$ cat src/rtl/operand_fetch_if.sv
// operand_fetch_if: bundles every non-clock signal of the operand fetch stage.
//   slave  modport - the stage's view:
//     decode handshake in, register-file read port out/in,
//     writeback snoop in, execute handshake out.
//   master modport - the surrounding pipeline's view (directions mirrored).
// Parameter OPW: opcode field width; must match the stage's OPW.
interface operand_fetch_if #(
    parameter int unsigned OPW = 6
);
    // decode -> fetch
    logic           in_valid;
    logic           in_ready;
    logic [OPW-1:0] in_op;
    logic [31:0]    in_imm;
    logic [2:0]     in_dst;
    logic           in_wen;
    logic [2:0]     in_src1;
    logic [2:0]     in_src2;
    logic           in_use1;
    logic           in_use2;
    // register-file read port (asynchronous data)
    logic [2:0]     ra1;
    logic [2:0]     ra2;
    logic [31:0]    rd1;
    logic [31:0]    rd2;
    // writeback (also drives the register file externally)
    logic           wb_valid;
    logic [2:0]     wb_addr;
    logic [31:0]    wb_data;
    // fetch -> execute
    logic           out_valid;
    logic           out_ready;
    logic [OPW-1:0] out_op;
    logic [31:0]    out_a;
    logic [31:0]    out_b;
    logic [31:0]    out_imm;
    logic [2:0]     out_dst;
    logic           out_wen;

    modport slave (
        input  in_valid, in_op, in_imm, in_dst, in_wen, in_src1, in_src2, in_use1, in_use2,
        output in_ready,
        output ra1, ra2,
        input  rd1, rd2,
        input  wb_valid, wb_addr, wb_data,
        output out_valid, out_op, out_a, out_b, out_imm, out_dst, out_wen,
        input  out_ready
    );

    modport master (
        output in_valid, in_op, in_imm, in_dst, in_wen, in_src1, in_src2, in_use1, in_use2,
        input  in_ready,
        input  ra1, ra2,
        output rd1, rd2,
        output wb_valid, wb_addr, wb_data,
        input  out_valid, out_op, out_a, out_b, out_imm, out_dst, out_wen,
        output out_ready
    );
endinterface

$ cat src/rtl/operand_fetch.sv
// operand_fetch: decode-to-execute pipeline stage that reads source operands
// from an external register file and blocks on read-after-write and
// write-after-write hazards using an 8-entry pending-write scoreboard.
//
// Ports:
//   clk    - clock, all state on posedge
//   n_rst  - synchronous active-low reset
//   bus    - operand_fetch_if.slave: decode handshake + fields, register-file
//            read addresses/data, writeback snoop, execute handshake + operands
//
// Parameter OPW: opcode width carried through the stage.
//
// Macro OPERAND_FETCH_BYPASS_EN: when defined, a writeback in the same cycle
// clears the hazard and its data is forwarded into out_a/out_b (no stall).
// When undefined, the instruction waits until the pending bit has cleared and
// then reads the freshly written register file (one extra stall cycle).
module operand_fetch #(
    parameter int unsigned OPW = 6
) (
    input logic            clk,
    input logic            n_rst,
    operand_fetch_if.slave bus
);

    logic [7:0]     pending_q;
    logic [7:0]     pending_d;
    logic [7:0]     pending_eff;
    logic           hazard;
    logic           accept;
    logic [31:0]    opa;
    logic [31:0]    opb;

    logic           out_valid_q;
    logic [OPW-1:0] out_op_q;
    logic [31:0]    out_a_q;
    logic [31:0]    out_b_q;
    logic [31:0]    out_imm_q;
    logic [2:0]     out_dst_q;
    logic           out_wen_q;

    assign bus.ra1 = bus.in_src1;
    assign bus.ra2 = bus.in_src2;

    // Hazard check against the scoreboard; with forwarding a register being
    // written back this cycle is treated as already available.
    always_comb begin
        pending_eff = pending_q;
`ifdef OPERAND_FETCH_BYPASS_EN
        if (bus.wb_valid) begin
            pending_eff[bus.wb_addr] = 1'b0;
        end
`endif
        hazard = (bus.in_use1 && pending_eff[bus.in_src1]) ||
                 (bus.in_use2 && pending_eff[bus.in_src2]) ||
                 (bus.in_wen  && pending_eff[bus.in_dst]);
    end

    assign bus.in_ready = (!out_valid_q || bus.out_ready) && !hazard;
    assign accept       = bus.in_valid && bus.in_ready;

    // Operand selection
    always_comb begin
        opa = bus.rd1;
        opb = bus.rd2;
`ifdef OPERAND_FETCH_BYPASS_EN
        if (bus.wb_valid && (bus.wb_addr == bus.in_src1)) begin
            opa = bus.wb_data;
        end
        if (bus.wb_valid && (bus.wb_addr == bus.in_src2)) begin
            opb = bus.wb_data;
        end
`endif
    end

    // Scoreboard next state: clear first so a same-index set wins.
    always_comb begin
        pending_d = pending_q;
        if (bus.wb_valid) begin
            pending_d[bus.wb_addr] = 1'b0;
        end
        if (accept && bus.in_wen) begin
            pending_d[bus.in_dst] = 1'b1;
        end
    end

    always_ff @(posedge clk) begin
        if (!n_rst) begin
            pending_q   <= '0;
            out_valid_q <= 1'b0;
            out_op_q    <= '0;
            out_a_q     <= '0;
            out_b_q     <= '0;
            out_imm_q   <= '0;
            out_dst_q   <= '0;
            out_wen_q   <= 1'b0;
        end else begin
            pending_q <= pending_d;
            if (accept) begin
                out_valid_q <= 1'b1;
                out_op_q    <= bus.in_op;
                out_a_q     <= opa;
                out_b_q     <= opb;
                out_imm_q   <= bus.in_imm;
                out_dst_q   <= bus.in_dst;
                out_wen_q   <= bus.in_wen;
            end else if (bus.out_ready) begin
                out_valid_q <= 1'b0;
            end
        end
    end

    assign bus.out_valid = out_valid_q;
    assign bus.out_op    = out_op_q;
    assign bus.out_a     = out_a_q;
    assign bus.out_b     = out_b_q;
    assign bus.out_imm   = out_imm_q;
    assign bus.out_dst   = out_dst_q;
    assign bus.out_wen   = out_wen_q;

endmodule

$ cat src/flat_wrapper.sv
// flat-port wrapper written by rule: the top's interface ports become plain ports
module operand_fetch_flat 
#(
    parameter int unsigned OPW = 6
)
  (clk, n_rst, bus_in_valid, bus_in_op, bus_in_imm, bus_in_dst, bus_in_wen, bus_in_src1, bus_in_src2, bus_in_use1, bus_in_use2, bus_in_ready, bus_ra1, bus_ra2, bus_rd1, bus_rd2, bus_wb_valid, bus_wb_addr, bus_wb_data, bus_out_valid, bus_out_op, bus_out_a, bus_out_b, bus_out_imm, bus_out_dst, bus_out_wen, bus_out_ready);
  operand_fetch_if #(.OPW(OPW)) bus_i ();
  input logic clk;
  input logic n_rst;
  input wire logic [$bits(bus_i.in_valid)-1:0] bus_in_valid;
  input wire logic [$bits(bus_i.in_op)-1:0] bus_in_op;
  input wire logic [$bits(bus_i.in_imm)-1:0] bus_in_imm;
  input wire logic [$bits(bus_i.in_dst)-1:0] bus_in_dst;
  input wire logic [$bits(bus_i.in_wen)-1:0] bus_in_wen;
  input wire logic [$bits(bus_i.in_src1)-1:0] bus_in_src1;
  input wire logic [$bits(bus_i.in_src2)-1:0] bus_in_src2;
  input wire logic [$bits(bus_i.in_use1)-1:0] bus_in_use1;
  input wire logic [$bits(bus_i.in_use2)-1:0] bus_in_use2;
  output wire logic [$bits(bus_i.in_ready)-1:0] bus_in_ready;
  output wire logic [$bits(bus_i.ra1)-1:0] bus_ra1;
  output wire logic [$bits(bus_i.ra2)-1:0] bus_ra2;
  input wire logic [$bits(bus_i.rd1)-1:0] bus_rd1;
  input wire logic [$bits(bus_i.rd2)-1:0] bus_rd2;
  input wire logic [$bits(bus_i.wb_valid)-1:0] bus_wb_valid;
  input wire logic [$bits(bus_i.wb_addr)-1:0] bus_wb_addr;
  input wire logic [$bits(bus_i.wb_data)-1:0] bus_wb_data;
  output wire logic [$bits(bus_i.out_valid)-1:0] bus_out_valid;
  output wire logic [$bits(bus_i.out_op)-1:0] bus_out_op;
  output wire logic [$bits(bus_i.out_a)-1:0] bus_out_a;
  output wire logic [$bits(bus_i.out_b)-1:0] bus_out_b;
  output wire logic [$bits(bus_i.out_imm)-1:0] bus_out_imm;
  output wire logic [$bits(bus_i.out_dst)-1:0] bus_out_dst;
  output wire logic [$bits(bus_i.out_wen)-1:0] bus_out_wen;
  input wire logic [$bits(bus_i.out_ready)-1:0] bus_out_ready;
  assign bus_i.in_valid = bus_in_valid;
  assign bus_i.in_op = bus_in_op;
  assign bus_i.in_imm = bus_in_imm;
  assign bus_i.in_dst = bus_in_dst;
  assign bus_i.in_wen = bus_in_wen;
  assign bus_i.in_src1 = bus_in_src1;
  assign bus_i.in_src2 = bus_in_src2;
  assign bus_i.in_use1 = bus_in_use1;
  assign bus_i.in_use2 = bus_in_use2;
  assign bus_in_ready = bus_i.in_ready;
  assign bus_ra1 = bus_i.ra1;
  assign bus_ra2 = bus_i.ra2;
  assign bus_i.rd1 = bus_rd1;
  assign bus_i.rd2 = bus_rd2;
  assign bus_i.wb_valid = bus_wb_valid;
  assign bus_i.wb_addr = bus_wb_addr;
  assign bus_i.wb_data = bus_wb_data;
  assign bus_out_valid = bus_i.out_valid;
  assign bus_out_op = bus_i.out_op;
  assign bus_out_a = bus_i.out_a;
  assign bus_out_b = bus_i.out_b;
  assign bus_out_imm = bus_i.out_imm;
  assign bus_out_dst = bus_i.out_dst;
  assign bus_out_wen = bus_i.out_wen;
  assign bus_i.out_ready = bus_out_ready;
  operand_fetch #(.OPW(OPW)) u_core (.clk(clk), .n_rst(n_rst), .bus(bus_i));
endmodule
$ cat config.mk
export PLATFORM = sky130hd
export DESIGN_NAME = operand_fetch_flat
export DESIGN_NICKNAME = d
export VERILOG_FILES = /design/src/rtl/operand_fetch_if.sv /design/src/rtl/operand_fetch.sv /design/src/flat_wrapper.sv
export SDC_FILE = /design/constraint.sdc
export NUM_CORES = 1
export LEC_CHECK = 0
export CAP_MARGIN = 20
export CORE_MARGIN = 2
export CORE_UTILIZATION = 39
export DETAILED_ROUTE_END_ITERATION = 16
export MAX_ROUTING_LAYER = met4
export PLACE_DENSITY = 0.81
export SLEW_MARGIN = 20
export SYNTH_ARGS = -nofsm -noshare
export SYNTH_HDL_FRONTEND = slang
export SYNTH_SLANG_ARGS = --single-unit
export TNS_END_PERCENT = 5
$ cat constraint.sdc
create_clock -name clk -period 2.3 [get_ports clk]
set_input_delay 0.23 -clock clk [delete_from_list [all_inputs] [get_ports clk]]
set_output_delay 0.23 -clock clk [all_outputs]
set_load 0.02 [all_outputs]
==> reports/metrics.cfg <==
[drt]
wl_per_cell_um = 14.4
drt-pass1-iter-count = 4
drtIter0Drc = 246
via_per_inst = 4.76
ant_nets = 0
via_count = 4489
drc = 0
finalWirelength_um = 13600

[power]
p_switching_mw = 1.48
power_density_nw_per_um2 = 772
pwr-share-comb = 0.184
ir_worst_vdd_v = 0.000575
power_mw = 6.18
clkPwrFrac = 0.457
p_int_mw = 4.70
power.leakage_nw = 3.29
switching_share = 0.239
p_seq_frac = 0.359

[timing]
rsz0062_at_grt = yes
max_freq_mhz = 453
skew_ps = 7.60
finalMaxSlewViolations = 0
period_share = 0.959
final_hold_viol_count = 0
worstMarginPinSlew_ps = 513
setup_viol = 0
fin_crit_ps = 2210
maxSlewHeadroom = 0.658

[cells_and_area]
areaGrowthSynthToFinish_pct = 64.5
drive_gt1_frac = 0.0890
most-common-layout-cells = clkdlybuf4s50_1, nand2_1, mux2i_1
diodes = 0
fin_util = 0.661
layout_commonest_cell = clkdlybuf4s50_1
fin_nets = 916

[synth]
ys_seq_elements = 115
yosysWarnings = 0
synth_nets = 690
ys_top_cells_by_area = dfxtp_1, mux2i_1, nand2_1
synth_area_per_cell_um2 = 9.08
synth_top_area_frac = 0.473
synth_area_um2 = 4870
ys_seq_area_frac = 0.473
yosysTopAreaCell = dfxtp_1
ys_types = 32
synthCells = 536

[floorplanning]
io_pins = 268
num_rows = 40
start_util = 0.402
design.die.area_um2 = 13400
core_region_area_um2 = 12100
die_x_um = 116
die_height_um = 116

[global_route]
grt.total_usage = 0.209
antenna_found_initial = 0
grt_pass1_vias = 4561
overflow = 0
grt_max_degree = 120
grt_pass1_wl_um = 21400

[placed_design]
place_congestion = 0.898
port_buffers = 235
dp_hpwl_um = 10000

[cts]
post_cts_buffers = 0
cts_root_buffer = clkbuf_16
cts_buffer_depth = 2
cts_sinks = 115
cts_tree = built
cts_buffers = 17
clk_latency_ps = 400
cts-htree-levels = 4
clk_pin_slew_worst_paths_ps = 50

[worst_setup_path]
reg2reg_to = u_core.bus.out_imm[26]
worstSetupStartpointType = flip-flop
rr_startpoint = u_core.pending_eff[7]
r2r_cells = 7
cp-end-kind = flip-flop
crit_type = reg -> reg
path_max_fanout = 43
required_ps = 2620
r2r_slack_ps = 90
arrival_ps = 2530
crit_start = u_core.pending_eff[7]
critPathCapture = u_core.bus.out_imm[26]

[run]
drv_cap = 0

[min_path]
hold_path.class = in -> reg

[run_status]
status = completed

==> sequential cells by signal, indices dropped and copies added, names as in the netlist <==
register / flops
u_core.bus.out_wen: 1
u_core.bus.out_dst: 3
u_core.bus.out_imm: 32
u_core.bus.out_a: 32
u_core.pending_eff: 8
u_core.bus.out_op: 6
u_core.bus.out_valid: 1
u_core.bus.out_b: 32
==> critical path, cell delays in order, from the launching register on <==
cell	delay (ps)
dfxtp_2	330
mux4_2	470
mux2_4	290
a21oi_4	130
buf_4	130
and3_4	230
buf_16	260
mux2i_2	240
==> cell type report <==
cell class                 instances  area (µm²)
timing repair buffer             252        2530
tap                              168         210
clock inverter                     9         149
multi-input combinational        372        2290
sequential                       115        2310
inverter                           4        15.0
clock buffer                      23         498
fill                             984        4110
==> how the worst min path moves through the flow <==
stage | slack (ps) | cells after the start | from | end
floorplan | 370 | 2 | bus_rd1[0] | u_core.bus.out_a[0]
global placement | 440 | 2 | u_core.bus.out_op[2] | u_core.bus.out_op[2]
detailed placement | 450 | 2 | u_core.bus.out_a[5] | u_core.bus.out_a[5]
CTS | 140 | 3 | n_rst | u_core.pending_eff[7]
global route | 150 | 3 | n_rst | u_core.pending_eff[3]
finish | 150 | 3 | n_rst | u_core.pending_eff[7]
==> Yosys cell counts <==
library cell and number:
a211oi_1 2, a21o_1 1, a21oi_1 1, and2_1 1, and3_1 2, buf_12 3, buf_2 1, buf_4 14
buf_8 1, clkbuf_1 26, dfxtp_1 115, inv_1 4, mux2_2 2, mux2i_1 109, mux4_2 4, nand2_1 220
nand2b_1 3, nand3_1 1, nand3b_1 1, nand4_1 2, nor2_1 1, nor2b_1 2, nor3_1 2, nor3b_1 1
o211ai_1 1, o21a_1 1, o21ai_0 5, o21ai_1 1, o22ai_1 3, o311ai_0 4, or2_2 1, or3b_2 1
==> routing by layer <==
metal  vias up  track usage  routed length, µm
met3        33       0.0575                919
met2       160        0.358               6940
li1       2210            -                  -
met1      2086        0.227               5340
met5         -            -                  0
met4         0       0.0937                380
==> power by group through the flow <==
stage	clock, mW	combinational [mW]	sequential, mW
floorplan	0	0.399	2.42
global placement	0	1.11	2.25
detailed placement	0	1.14	2.26
CTS	2.88	1.14	2.22
global route	2.96	1.22	2.23
finish	2.82	1.14	2.22
==> per-stage QoR <==
step | hold slack [ps] | worst slack, ps | instances | setup TNS [ps] | cell area [µm²]
global placement | 441 | -475 | 911 | -42620 | 7330
detailed placement | 448 | -560 | 911 | -54520 | 7330
finish | 152 | 94.8 | 943 | 0 | 8010
floorplan | 372 | 238 | 536 | 0 | 4870
global route | 145 | 1.97 | 943 | 0 | 8010
CTS | 138 | 16.5 | 943 | 0 | 7980
==> logic make-up after synthesis <==
| kind of cell | Yosys count | synth area share |
|---|---|---|
| simple gates | 238 | 0.193 |
| mux | 115 | 0.247 |
| flops | 115 | 0.473 |
| compound gates | 19 | 0.0260 |
| buf+inv | 49 | 0.0612 |
==> repair_timing <==
item / in CTS / in global routing
setup endpoints to repair: 106 / 50
pin swaps: 0 / 1
hold buffers: 0 / 0
resized for setup: 8 / 11
No activity file was read; power rests on OpenSTA's default activity.
